$ cat config.mk
export PLATFORM = sky130hd
export DESIGN_NAME = disc_write_sequencer
export DESIGN_NICKNAME = d
export VERILOG_FILES = /design/src/rtl/disc_write_sequencer.sv
export SDC_FILE = /design/constraint.sdc
export NUM_CORES = 1
export LEC_CHECK = 0
export ABC_CLOCK_PERIOD_IN_PS = 2440
export CAP_MARGIN = 20
export CORE_ASPECT_RATIO = 0.7
export CORE_MARGIN = 2
export CORE_UTILIZATION = 58
export DETAILED_ROUTE_END_ITERATION = 10
export GPL_TIMING_DRIVEN = 1
export PLACE_DENSITY = 0.79
export SLEW_MARGIN = 40
export SYNTH_ARGS = -nofsm -noshare
export SYNTH_HDL_FRONTEND = slang
export SYNTH_SLANG_ARGS = --single-unit
$ cat constraint.sdc
create_clock -name clock_i -period 2.44 [get_ports clock_i]
set_clock_uncertainty 0.15 [all_clocks]
set_input_delay 0.488 -clock clock_i [delete_from_list [all_inputs] [get_ports clock_i]]
set_output_delay 0.488 -clock clock_i [all_outputs]
set_load 0.01 [all_outputs]
$ cat src/rtl/disc_write_sequencer.sv
// Executes a byte-coded write program: write pulses, write gate, timer, index-count and track-mark waits.
// All outputs registered; single-step opcodes take 2+FETCH_LAT clocks DECODE-to-DECODE; abort returns to IDLE next edge.
module disc_write_sequencer #(
    parameter int TIMER_WIDTH = 12,
    parameter int PULSE_CLKS  = 30,
    parameter int FETCH_LAT   = 1,
    parameter int IDX_WIDTH   = 6
) (
    input  logic       clock_i,
    input  logic       reset_i,
    input  logic [7:0] mdat_i,
    output logic       maddr_inc_o,
    output logic       wrdata_o,
    output logic       wrgate_o,
    input  logic       trkmark_i,
    input  logic       index_i,
    input  logic       start_i,
    input  logic       abort_i,
    output logic       running_o,
    output logic       aborted_o
);
    localparam int HI_W = (TIMER_WIDTH > 7) ? TIMER_WIDTH - 7 : 1;
    localparam int PCW  = $clog2(PULSE_CLKS + 1);
    localparam int FCW  = (FETCH_LAT > 1) ? $clog2(FETCH_LAT + 1) : 1;

    typedef enum logic [2:0] {
        S_IDLE,
        S_DECODE,
        S_TIMERWAIT,
        S_INDEXWAIT,
        S_TRKWAIT,
        S_ADV,
        S_FETCH
    } state_t;

    state_t                 state_q;
    logic [TIMER_WIDTH-1:0] timer_q;
    logic [IDX_WIDTH-1:0]   idx_cnt_q;
    logic [HI_W-1:0]        hi_q;
    logic [FCW-1:0]         fetch_q;
    logic [PCW-1:0]         pulse_cnt_q;
    logic [PCW-1:0]         pulse_cnt_d;
    logic [2:0]             idx_sync_q;
    logic                   maddr_inc_q;
    logic                   wrdata_q;
    logic                   wrgate_q;
    logic                   running_q;
    logic                   aborted_q;

    logic                   op_timer;
    logic                   op_stop;
    logic                   op_index;
    logic                   op_hi;
    logic                   op_trk;
    logic                   op_pulse;
    logic                   op_gate;
    logic                   kill;
    logic                   pulse_fire;
    logic                   idx_rise;
    logic [HI_W+6:0]        timer_full;
    logic [TIMER_WIDTH-1:0] timer_load;

    assign op_timer   = mdat_i[7];
    assign op_stop    = (mdat_i == 8'h7F);
    assign op_index   = (mdat_i[7:6] == 2'b01) && !op_stop;
    assign op_hi      = (mdat_i[7:5] == 3'b001);
    assign op_trk     = (mdat_i == 8'h03);
    assign op_pulse   = (mdat_i == 8'h02);
    assign op_gate    = (mdat_i[7:1] == 7'd0);

    // Abort only acts once the engine has left IDLE, so start wins a tie in IDLE.
    assign kill       = abort_i && (state_q != S_IDLE);
    assign pulse_fire = (state_q == S_DECODE) && op_pulse && !kill;
    assign idx_rise   = idx_sync_q[1] & ~idx_sync_q[2];
    assign timer_full = {hi_q, mdat_i[6:0]};
    assign timer_load = timer_full[TIMER_WIDTH-1:0];

    always_ff @(posedge clock_i or negedge reset_i) begin
        if (!reset_i) begin
            idx_sync_q <= 3'b000;
        end else begin
            idx_sync_q <= {idx_sync_q[1:0], index_i};
        end
    end

    // Retriggering reload keeps wrdata low without a gap between back-to-back pulses.
    always_comb begin
        pulse_cnt_d = pulse_cnt_q;
        if (kill) begin
            pulse_cnt_d = '0;
        end else if (pulse_fire) begin
            pulse_cnt_d = PCW'(PULSE_CLKS);
        end else if (pulse_cnt_q != '0) begin
            pulse_cnt_d = pulse_cnt_q - PCW'(1);
        end
    end

    always_ff @(posedge clock_i or negedge reset_i) begin
        if (!reset_i) begin
            pulse_cnt_q <= '0;
            wrdata_q    <= 1'b1;
        end else begin
            pulse_cnt_q <= pulse_cnt_d;
            wrdata_q    <= (pulse_cnt_d == '0);
        end
    end

    always_ff @(posedge clock_i or negedge reset_i) begin
        if (!reset_i) begin
            state_q     <= S_IDLE;
            timer_q     <= '0;
            idx_cnt_q   <= '0;
            hi_q        <= '0;
            fetch_q     <= '0;
            maddr_inc_q <= 1'b0;
            wrgate_q    <= 1'b1;
            running_q   <= 1'b0;
            aborted_q   <= 1'b0;
        end else begin
            maddr_inc_q <= 1'b0;
            if (kill) begin
                state_q   <= S_IDLE;
                wrgate_q  <= 1'b1;
                running_q <= 1'b0;
                aborted_q <= 1'b1;
                timer_q   <= '0;
                idx_cnt_q <= '0;
            end else begin
                unique case (state_q)
                    S_IDLE: begin
                        if (start_i) begin
                            state_q   <= S_DECODE;
                            running_q <= 1'b1;
                            aborted_q <= 1'b0;
                            hi_q      <= '0;
                        end
                    end
                    S_DECODE: begin
                        if (op_timer) begin
                            timer_q <= timer_load;
                            hi_q    <= '0;
                            state_q <= S_TIMERWAIT;
                        end else if (op_stop) begin
                            wrgate_q  <= 1'b1;
                            running_q <= 1'b0;
                            state_q   <= S_IDLE;
                        end else if (op_index) begin
                            idx_cnt_q <= mdat_i[IDX_WIDTH-1:0];
                            state_q   <= S_INDEXWAIT;
                        end else if (op_trk) begin
                            state_q <= S_TRKWAIT;
                        end else begin
                            if (op_hi && (TIMER_WIDTH > 7)) begin
                                hi_q <= mdat_i[HI_W-1:0];
                            end
                            if (op_gate) begin
                                wrgate_q <= ~mdat_i[0];
                            end
                            maddr_inc_q <= 1'b1;
                            state_q     <= S_ADV;
                        end
                    end
                    S_TIMERWAIT: begin
                        // Exiting at 1 gives exactly T wait clocks, and T=0 costs the same as T=1.
                        if (timer_q <= TIMER_WIDTH'(1)) begin
                            timer_q     <= '0;
                            maddr_inc_q <= 1'b1;
                            state_q     <= S_ADV;
                        end else begin
                            timer_q <= timer_q - TIMER_WIDTH'(1);
                        end
                    end
                    S_INDEXWAIT: begin
                        if (idx_cnt_q == '0) begin
                            maddr_inc_q <= 1'b1;
                            state_q     <= S_ADV;
                        end else if (idx_rise) begin
                            idx_cnt_q <= idx_cnt_q - IDX_WIDTH'(1);
                        end
                    end
                    S_TRKWAIT: begin
                        if (trkmark_i) begin
                            maddr_inc_q <= 1'b1;
                            state_q     <= S_ADV;
                        end
                    end
                    S_ADV: begin
                        if (FETCH_LAT == 0) begin
                            state_q <= S_DECODE;
                        end else begin
                            fetch_q <= FCW'(FETCH_LAT);
                            state_q <= S_FETCH;
                        end
                    end
                    S_FETCH: begin
                        if (fetch_q <= FCW'(1)) begin
                            state_q <= S_DECODE;
                        end else begin
                            fetch_q <= fetch_q - FCW'(1);
                        end
                    end
                    default: state_q <= S_IDLE;
                endcase
            end
        end
    end

    assign maddr_inc_o = maddr_inc_q;
    assign wrdata_o    = wrdata_q;
    assign wrgate_o    = wrgate_q;
    assign running_o   = running_q;
    assign aborted_o   = aborted_q;

endmodule

Word level (Yosys, flattened, before mapping)
Index checks and enable logic that the tools add are counted.

storage, ports and cells
  memory bits (writable) = 0
  ROM bits = 0
  memories = 0
  output and inout bits = 5
  bits in registers = 40
  bits in latches = 0

cells by class
  bitwise gates (word level) = 4
  equality and inequality tests = 32
  $add $sub $neg = 4
  divide/modulo/power cells = 0
  multipliers = 0
  shift operators = 0
  muxes and demuxes = 58
  reductions and logical operators = 29
  magnitude comparators = 2

operators with widths
  operator                                                                            number
  3-bit != test (second input constant)                                               16
  5-bit two-way mux                                                                   9
  12-bit two-way mux                                                                  3
  6-bit two-way mux                                                                   6
  3-bit two-way mux                                                                   9
  1-bit two-way mux                                                                   24
  12-bit one-hot mux with 2 select lines                                              1
  3-bit one-hot mux with 7 select lines                                               1
  8-bit by 2-bit == test with 1-bit output (second input constant)                    2
  3-bit nonzero test                                                                  5
  12-bit by 1-bit less-or-equal comparator with 1-bit output (second input constant)  1
  6-bit one-hot mux with 2 select lines                                               1
  12-bit by 1-bit subtractor with 12-bit output (second input constant)               1
  5-bit one-hot mux with 2 select lines                                               1
  5-bit AND reduction                                                                 2
  2-bit nonzero test                                                                  5
  3-bit == test (second input constant)                                               3
  8-bit by 7-bit == test with 1-bit output (second input constant)                    1
  7-bit logical NOT                                                                   1
  7-bit AND reduction                                                                 1
  3-bit by 1-bit == test with 1-bit output (second input constant)                    2
  3-bit by 2-bit == test with 1-bit output (second input constant)                    2
  6-bit logical NOT                                                                   1
  3-bit by 2-bit != test with 1-bit output (second input constant)                    2
  other kinds (20)                                                                    29

Depth between registers and ports, before layout
Gate-level depths: netlist of the first run.

  depth after elaboration = 8
  depth in mapped cells = 7
  gate-level depth less buffers = 6

Worst setup path after synthesis of the first run
OpenSTA, ideal clock, no wires.

  path type = register to register
  from = register timer_q[4]
  to = register timer_q[2]
  required time = 2158 ps
  stages on the path, launching flop included = 7
  slack = 208 ps
  arrival = 1950 ps
  setup time = 132 ps
  cells stage by stage = dfrtp_1 or4_1 buf_2 or4_1 buf_2 a31oi_1 o22ai_1

on the way
  longest elaborated chain between the ends = 4

ends and longest elaborated chain
  what                                                        RTL line  RTL
  from (decl)                                                 37        logic [TIMER_WIDTH-1:0] timer_q;
  from (signal assigned)                                      140       timer_q <= timer_load;
  from (signal assigned)                                      170       timer_q <= timer_q - TIMER_WIDTH'(1);
  12-bit by 1-bit less-or-equal comparator with 1-bit output  165       if (timer_q <= TIMER_WIDTH'(1)) begin
  12-bit two-way mux                                          165
  12-bit one-hot mux with 2 select lines                      129       unique case (state_q)
  12-bit two-way mux                                          121       if (kill) begin

Every way passes these cells.
A chain may end at the register's enable or synchronous reset.

Worst setup path in the final report of the first run
  from = register timer_q[5]
  to = register state_q[1]

on the way
  longest elaborated chain between the ends = 3

ends and longest elaborated chain
  what                                                        RTL line  RTL
  12-bit by 1-bit less-or-equal comparator with 1-bit output  165
  3-bit != test (no source line)                              --
  5-bit AND reduction (no source line)                        --
  to (signal assigned)                                        160       state_q <= S_ADV;
  to (signal assigned)                                        168       state_q <= S_ADV;
  to (signal assigned)                                        176       state_q <= S_ADV;
  to (decl)                                                   36        state_t state_q;

Every way passes these cells.

==> flow_summary.ini, run 1 <==
[timing]
slew-limit-headroom_pct = 49.2
tns_ns = 0
hold_viol_final = 0
setup_viol = 0
slew_viol_final = 0
worst_hold_slack_ns = 0.206
setup_slack_ns = 0.0549
worst_slew_pin_slew_ns = 0.754
post-route-period-util_pct = 97.8
period_minus_slack_ns = 2.39
max_clock_freq_ghz = 0.419
rsz0062_at_grt = no

[worst_setup_path]
cpPeakStageDelay_ns = 0.72
crit_arrival_ns = 2.38
crit_chain = or4_1, or4_1, nand2_1, o211ai_1
crit_path_end_kind = flip-flop
r2r_slack_ns = 0.05
regToRegEndpoint = state_q[1]$_DFFE_PN0P_
startpoint_type = flip-flop
crit_fanout = 7
path_delay_family = simple AND/OR/NAND/NOR gates
critical_path_class = flip-flop to flip-flop
worstRegToRegCells = 4
reg2reg_from = timer_q[5]$_DFFE_PN0P_
crit_required_ns = 2.44
cpMostUsedCell = or4_1
crit_buf_inv = 0
critPathSlowestCell = or4_1

[yosys]
synth_fa_ha_area_share_pct = 2.50
synth-compound-area-share_pct = 23.6
ys_ff_latch = 39
yosys.area_share.xor_xnor_pct = 2.10
synth_simple_gate_area_share_pct = 26.9
syn-cell-area_um2 = 2510
synth-async-reset-ratio_pct = 100
syn_nets = 305
yosysWarnings = 0
ys_seq_area_share_pct = 39.0
ys.flop_type = dfrtp_1
synth_mux_area_share_pct = 0.899
synthCells = 286
synth_top_family_by_area = simple AND/OR/NAND/NOR gates
synth-edff-count = 0
yosysUniqueCellTypes = 61
syn_area_per_cell_um2 = 8.76

[clock_network]
clockBufferDepth = 2
cts_resized = 0
cts_buffers = 5
cts.sinks = 39
tritoncts = done
cts_max_level = 2
clock_latency_ns = 0.29
cts_root_buffer = clkbuf_8
clkTransAtPathRegs_ns = 0.07

[routing]
routed_wl_um = 7310
via_count = 2588
drcViolationCount = 0
final_antenna_net_count = 0
wl_per_cell_um = 19.0
viasPerCell = 6.74
drt_iter0_drc = 319
drtPass1Iterations = 6

[floorplanning]
die_x_um = 82.6
die_area_um2 = 4870
io_pins = 19
die_h_um = 59.0
rows = 19
start_util_pct = 62.0
core_area_um2 = 4040

[placement]
portBuffers = 18
gp_routability_congestion = 0.961
place_ws_ns = -0.0714
dp_hpwl_um = 5530
placed_area_um2 = 2960

[global_route]
grt_pass1_wl_um = 12000
grt_max_degree = 17
grt_overflow = 0
grt_antenna_before_repair = 0
first_global_vias = 2391
grt_use_total_pct = 33.7

[layout]
area_growth_pct = 22.6
fin_area_um2 = 3070
diodes = 0
drive_gt1_share_pct = 18.1
layout.nets = 350
n_fill_cell = 304

[outcome]
status = complete, no violations

[power_and_ir_drop]
power.density_nw_per_um2 = 1270
leakage_nw = 1.32
peakVddDrop_mv = 0.849

[job]
drv_cap = 0

[hold_path]
hold_path_class = flip-flop to flip-flop
hold_end = idx_sync_q[1]$_DFF_PN0_
min_path_cells = 0
hp-start = idx_sync_q[0]$_DFF_PN0_
## per-layer routing
metal	vias to the layer above	track usage (%)	wire length (um)
met5	-	0	0
met4	0	11.2	162
met3	25	5.79	767
met2	172	46.4	3060
met1	1233	53.5	3310
li1	1158	-	-
## area by class of cell
class / instances / area [um2] / area share [%]
Multi-Input combinational cell: 214 / 1400 / 45.6
Sequential cell: 39 / 978 / 31.8
Timing Repair Buffer: 55 / 468 / 15.2
Clock buffer: 8 / 100 / 3.26
Tap cell: 52 / 65.1 / 2.12
Inverter: 16 / 60.1 / 1.95
## layout by cell type, fill, tap and decap left out, types with 2 or more instances in the layout
cell             count
dfrtp_1             37
buf_4               35
nand2_1             32
clkdlybuf4s50_1     17
inv_1               16
o21ai_0             16
a21oi_1             13
nor2_1              11
or4_1                9
nand3_1              9
nor4_1               8
o211ai_1             8
nor3_1               7
clkbuf_8             7
nand2b_1             6
nor2b_1              6
a31oi_1              5
nor3b_1              5
ha_1                 5
or3b_2               4
a22oi_1              4
o21ai_1              4
o32ai_1              4
xnor2_1              3
or3_1                3
a221o_1              3
xor2_1               3
o22ai_1              3
o21a_1               3
or4b_2               2
and2_1               2
mux2_2               2
a211oi_1             2
or2_2                2
o31ai_1              2
and3b_1              2
o311ai_0             2
dfstp_2              2
## where the power goes
group	leakage [nW]	switching (mW)	total [mW]	internal [mW]
sequential	0.511	0.238	1.11	0.876
clock	0.0515	0.224	0.482	0.258
combinational	0.762	1.28	2.31	1.03
## timing repair
item,in CTS,in global routing
hold buffers,1,0
endpoints found under the hold margin,13,0
setup buffers,0,0
## synthesized netlist by cell type, drive strengths merged (4+ instances only)
cell type	n	share of area (%)
nor4	9	2.8
o21ai	20	4.0
o211ai	8	2.4
nand2b	6	1.5
a22oi	4	1.2
nor3	7	1.4
nor2b	6	1.5
nor2	11	1.6
dfrtp	37	37
o32ai	4	1.4
or3b	5	1.7
a31oi	5	1.2
nand3	9	1.8
clkbuf	15	2.2
ha	5	2.5
inv	16	2.4
nand2	32	4.8
a21oi	14	2.9
or4	10	3.1
nor3b	5	1.5
## how the worst max path moves through the flow
stage,depth (start not counted),startpoint,endpoint,slack [ns]
detailed placement,5,mdat_i[7],timer_q[3]$_DFFE_PN0P_,-0.07
global route,4,timer_q[5]$_DFFE_PN0P_,timer_q[7]$_DFFE_PN0P_,0.002
CTS,4,timer_q[5]$_DFFE_PN0P_,state_q[1]$_DFFE_PN0P_,0.07
floorplan,6,timer_q[4]$_DFFE_PN0P_,timer_q[2]$_DFFE_PN0P_,0.21
global placement,5,mdat_i[7],timer_q[3]$_DFFE_PN0P_,-0.03
finish,4,timer_q[5]$_DFFE_PN0P_,state_q[1]$_DFFE_PN0P_,0.05
## state kept, by name, summed over array words and instances, names as in the netlist
register	count
aborted_o	1
hi_q	5
idx_cnt_q	6
idx_sync_q	3
maddr_inc_o	1
pulse_cnt_q	5
running_o	1
state_q	3
timer_q	12
wrdata_o	1
wrgate_o	1
## stage by stage
stage	std cells	power (mW)	utilization (%)
3_3_place_gp	375	3.27	73.3
4_1_cts	384	3.85	76.0
2_1_floorplan	286	2.54	-
6_report	384	3.91	76.0
5_1_grt	384	4.16	76.0
3_5_place_dp	375	3.36	73.3
## logic make-up after synthesis
kind of cell	after synthesis
flops	39
fa+ha+maj	5
mux	2
compound gates	86
xor+xnor	6
simple gates	115
buf+inv	33
## worst reg2reg max path, delay by kind of cell, from the launching register on
kind / cells / cell delay (ns)
compound gates: 1 / 0.14
simple gates: 3 / 1.56
flops: 1 / 0.40
Power figures use the tool's default switching activity.
==> inputs of run 2 (changes only) <==
Settings changed: PLACE_DENSITY 0.79 to default, PLACE_DENSITY_LB_ADDON from default to 0.15.
==> flow_summary.ini, run 2 (synthesis gave the netlist of run 1 again) <==
[routing]
wl_per_cell_um = 19.6
final_antenna_net_count = 0
via_count = 2621
drt_iter0_drc = 479
drcViolationCount = 0
viasPerCell = 6.83
drtPass1Iterations = 6
routed_wl_um = 7540

[timing]
hold_viol_final = 0
tns_ns = 0
post-route-period-util_pct = 94.1
slew-limit-headroom_pct = 49.8
max_clock_freq_ghz = 0.435
slew_viol_final = 0
setup_viol = 0
rsz0062_at_grt = no
period_minus_slack_ns = 2.30
worst_slew_pin_slew_ns = 0.746

[layout]
largest_reg_flops = 12
multi_input_area_um2 = 1410
regArea_um2 = 978
mostFrequentLayoutCells = dfrtp_1 (37), buf_4 (35), nand2_1 (32)
drive_gt1_share_pct = 18.7
layout.nets = 350
largest_register = timer_q
fin_cells = 384
reg.largest.list = timer_q x12, idx_cnt_q x6
diodes = 0
n_fill_cell = 287
area_growth_pct = 23.1
fin_area_um2 = 3080
final_common_cell = dfrtp_1

[floorplanning]
start_util_pct = 62.0
die_h_um = 59.0
die_area_um2 = 4870
core_area_um2 = 4040
io_pins = 19
rows = 19
die_x_um = 82.6

[placement]
place_inst = 375
gp_routability_congestion = 0.948
portBuffers = 18
placed_area_um2 = 2960
dp_hpwl_um = 5380

[clock_network]
clock_latency_ns = 0.29
cts_buffers = 5
cts_setup_buffers = 0
cts.sinks = 39
clkTransAtPathRegs_ns = 0.08
cts_root_buffer = clkbuf_8
cts_max_level = 2
clockBufferDepth = 2
tritoncts = done

[global_route]
grt_overflow = 0
grt_use_met2_pct = 46.9
first_global_vias = 2372
grt_most_used_layer = met1
grt_use_total_pct = 33.1
grt_max_degree = 20
use_met1_pct = 52.4
grt_util_met3_pct = 5.95
grt_antenna_before_repair = 0
grt_pass1_wl_um = 12200

[power_and_ir_drop]
switching_share_pct = 44.4
power_frac_comb_pct = 60.7
clockPowerShare_pct = 12.0
p_sw_mw = 1.78
power_mw = 4.02
power.density_nw_per_um2 = 1300
leakage_nw = 1.33
p_seq_share_pct = 27.3
intPower_mw = 2.24
peakVddDrop_mv = 0.943

[worst_setup_path]
startpoint_type = flip-flop
crit_path_end_kind = flip-flop
crit_arrival_ns = 2.35
critical_path_class = flip-flop to flip-flop
crit_required_ns = 2.49
crit_fanout = 5

[job]
drv_cap = 0

[hold_path]
hold_path_class = flip-flop to flip-flop

[outcome]
status = complete, no violations
[run 2: power groups by stage]
stage / sequential, mW / combinational, mW / clock (mW)
finish: 1.10 / 2.44 / 0.482
global route: 1.12 / 2.64 / 0.524
CTS: 1.09 / 2.33 / 0.486
detailed placement: 1.10 / 2.30 / 0
global placement: 1.08 / 2.23 / 0
floorplan: 1.05 / 1.50 / 0
[run 2: cell type report]
cell class | instances | area share, %
inverters | 16 | 1.95
repair buffers | 55 | 15.2
clock buffers | 8 | 3.25
multi-input cells | 214 | 45.8
well taps | 52 | 2.11
flip-flops and latches | 39 | 31.7
[run 2: metrics by stage]
step / worst slack [ns] / util [%] / hold slack (ns)
after CTS: 0.0819 / 76.0 / 0.208
after floorplan: 0.208 / - / 0.0424
after detailed placement: -0.0939 / 73.3 / 0.142
final: 0.144 / 76.3 / 0.206
after global placement: -0.0239 / 73.3 / 0.142
after global routing: 0.00834 / 76.3 / 0.221
[run 2: final timing paths]
path	startpoint	endpoint	slack, ns	depth (start not counted)
max	timer_q[4]$_DFFE_PN0P_	timer_q[7]$_DFFE_PN0P_	0.14	4
min	idx_sync_q[0]$_DFF_PN0_	idx_sync_q[1]$_DFF_PN0_	0.21	0
max reg2reg	timer_q[4]$_DFFE_PN0P_	timer_q[7]$_DFFE_PN0P_	0.14	4
min reg2reg	idx_sync_q[0]$_DFF_PN0_	idx_sync_q[1]$_DFF_PN0_	0.21	0
max in group asynchronous	reset_i	wrdata_o$_DFF_PN1_	1.27	3
min in group asynchronous	reset_i	hi_q[2]$_DFFE_PN0P_	0.37	2
[run 2: repair_timing]
action | CTS | global route
setup endpoints to repair | 0 | 6
hold buffers | 1 | 0
hold endpoints to repair | 2 | 0
resized for setup | 0 | 2
[run 2: critical path, stage by stage, from the launching register on]
cell      delay [ns]
dfrtp_1         0.39
or4_1           0.65
or4_4           0.47
or4_1           0.44
o211ai_1        0.12
[run 2: layer usage]
metal	wire (um)	part of all wire, %
met3	860	11
met2	3300	44
met1	3270	43
met5	0	0
met4	106	1.4
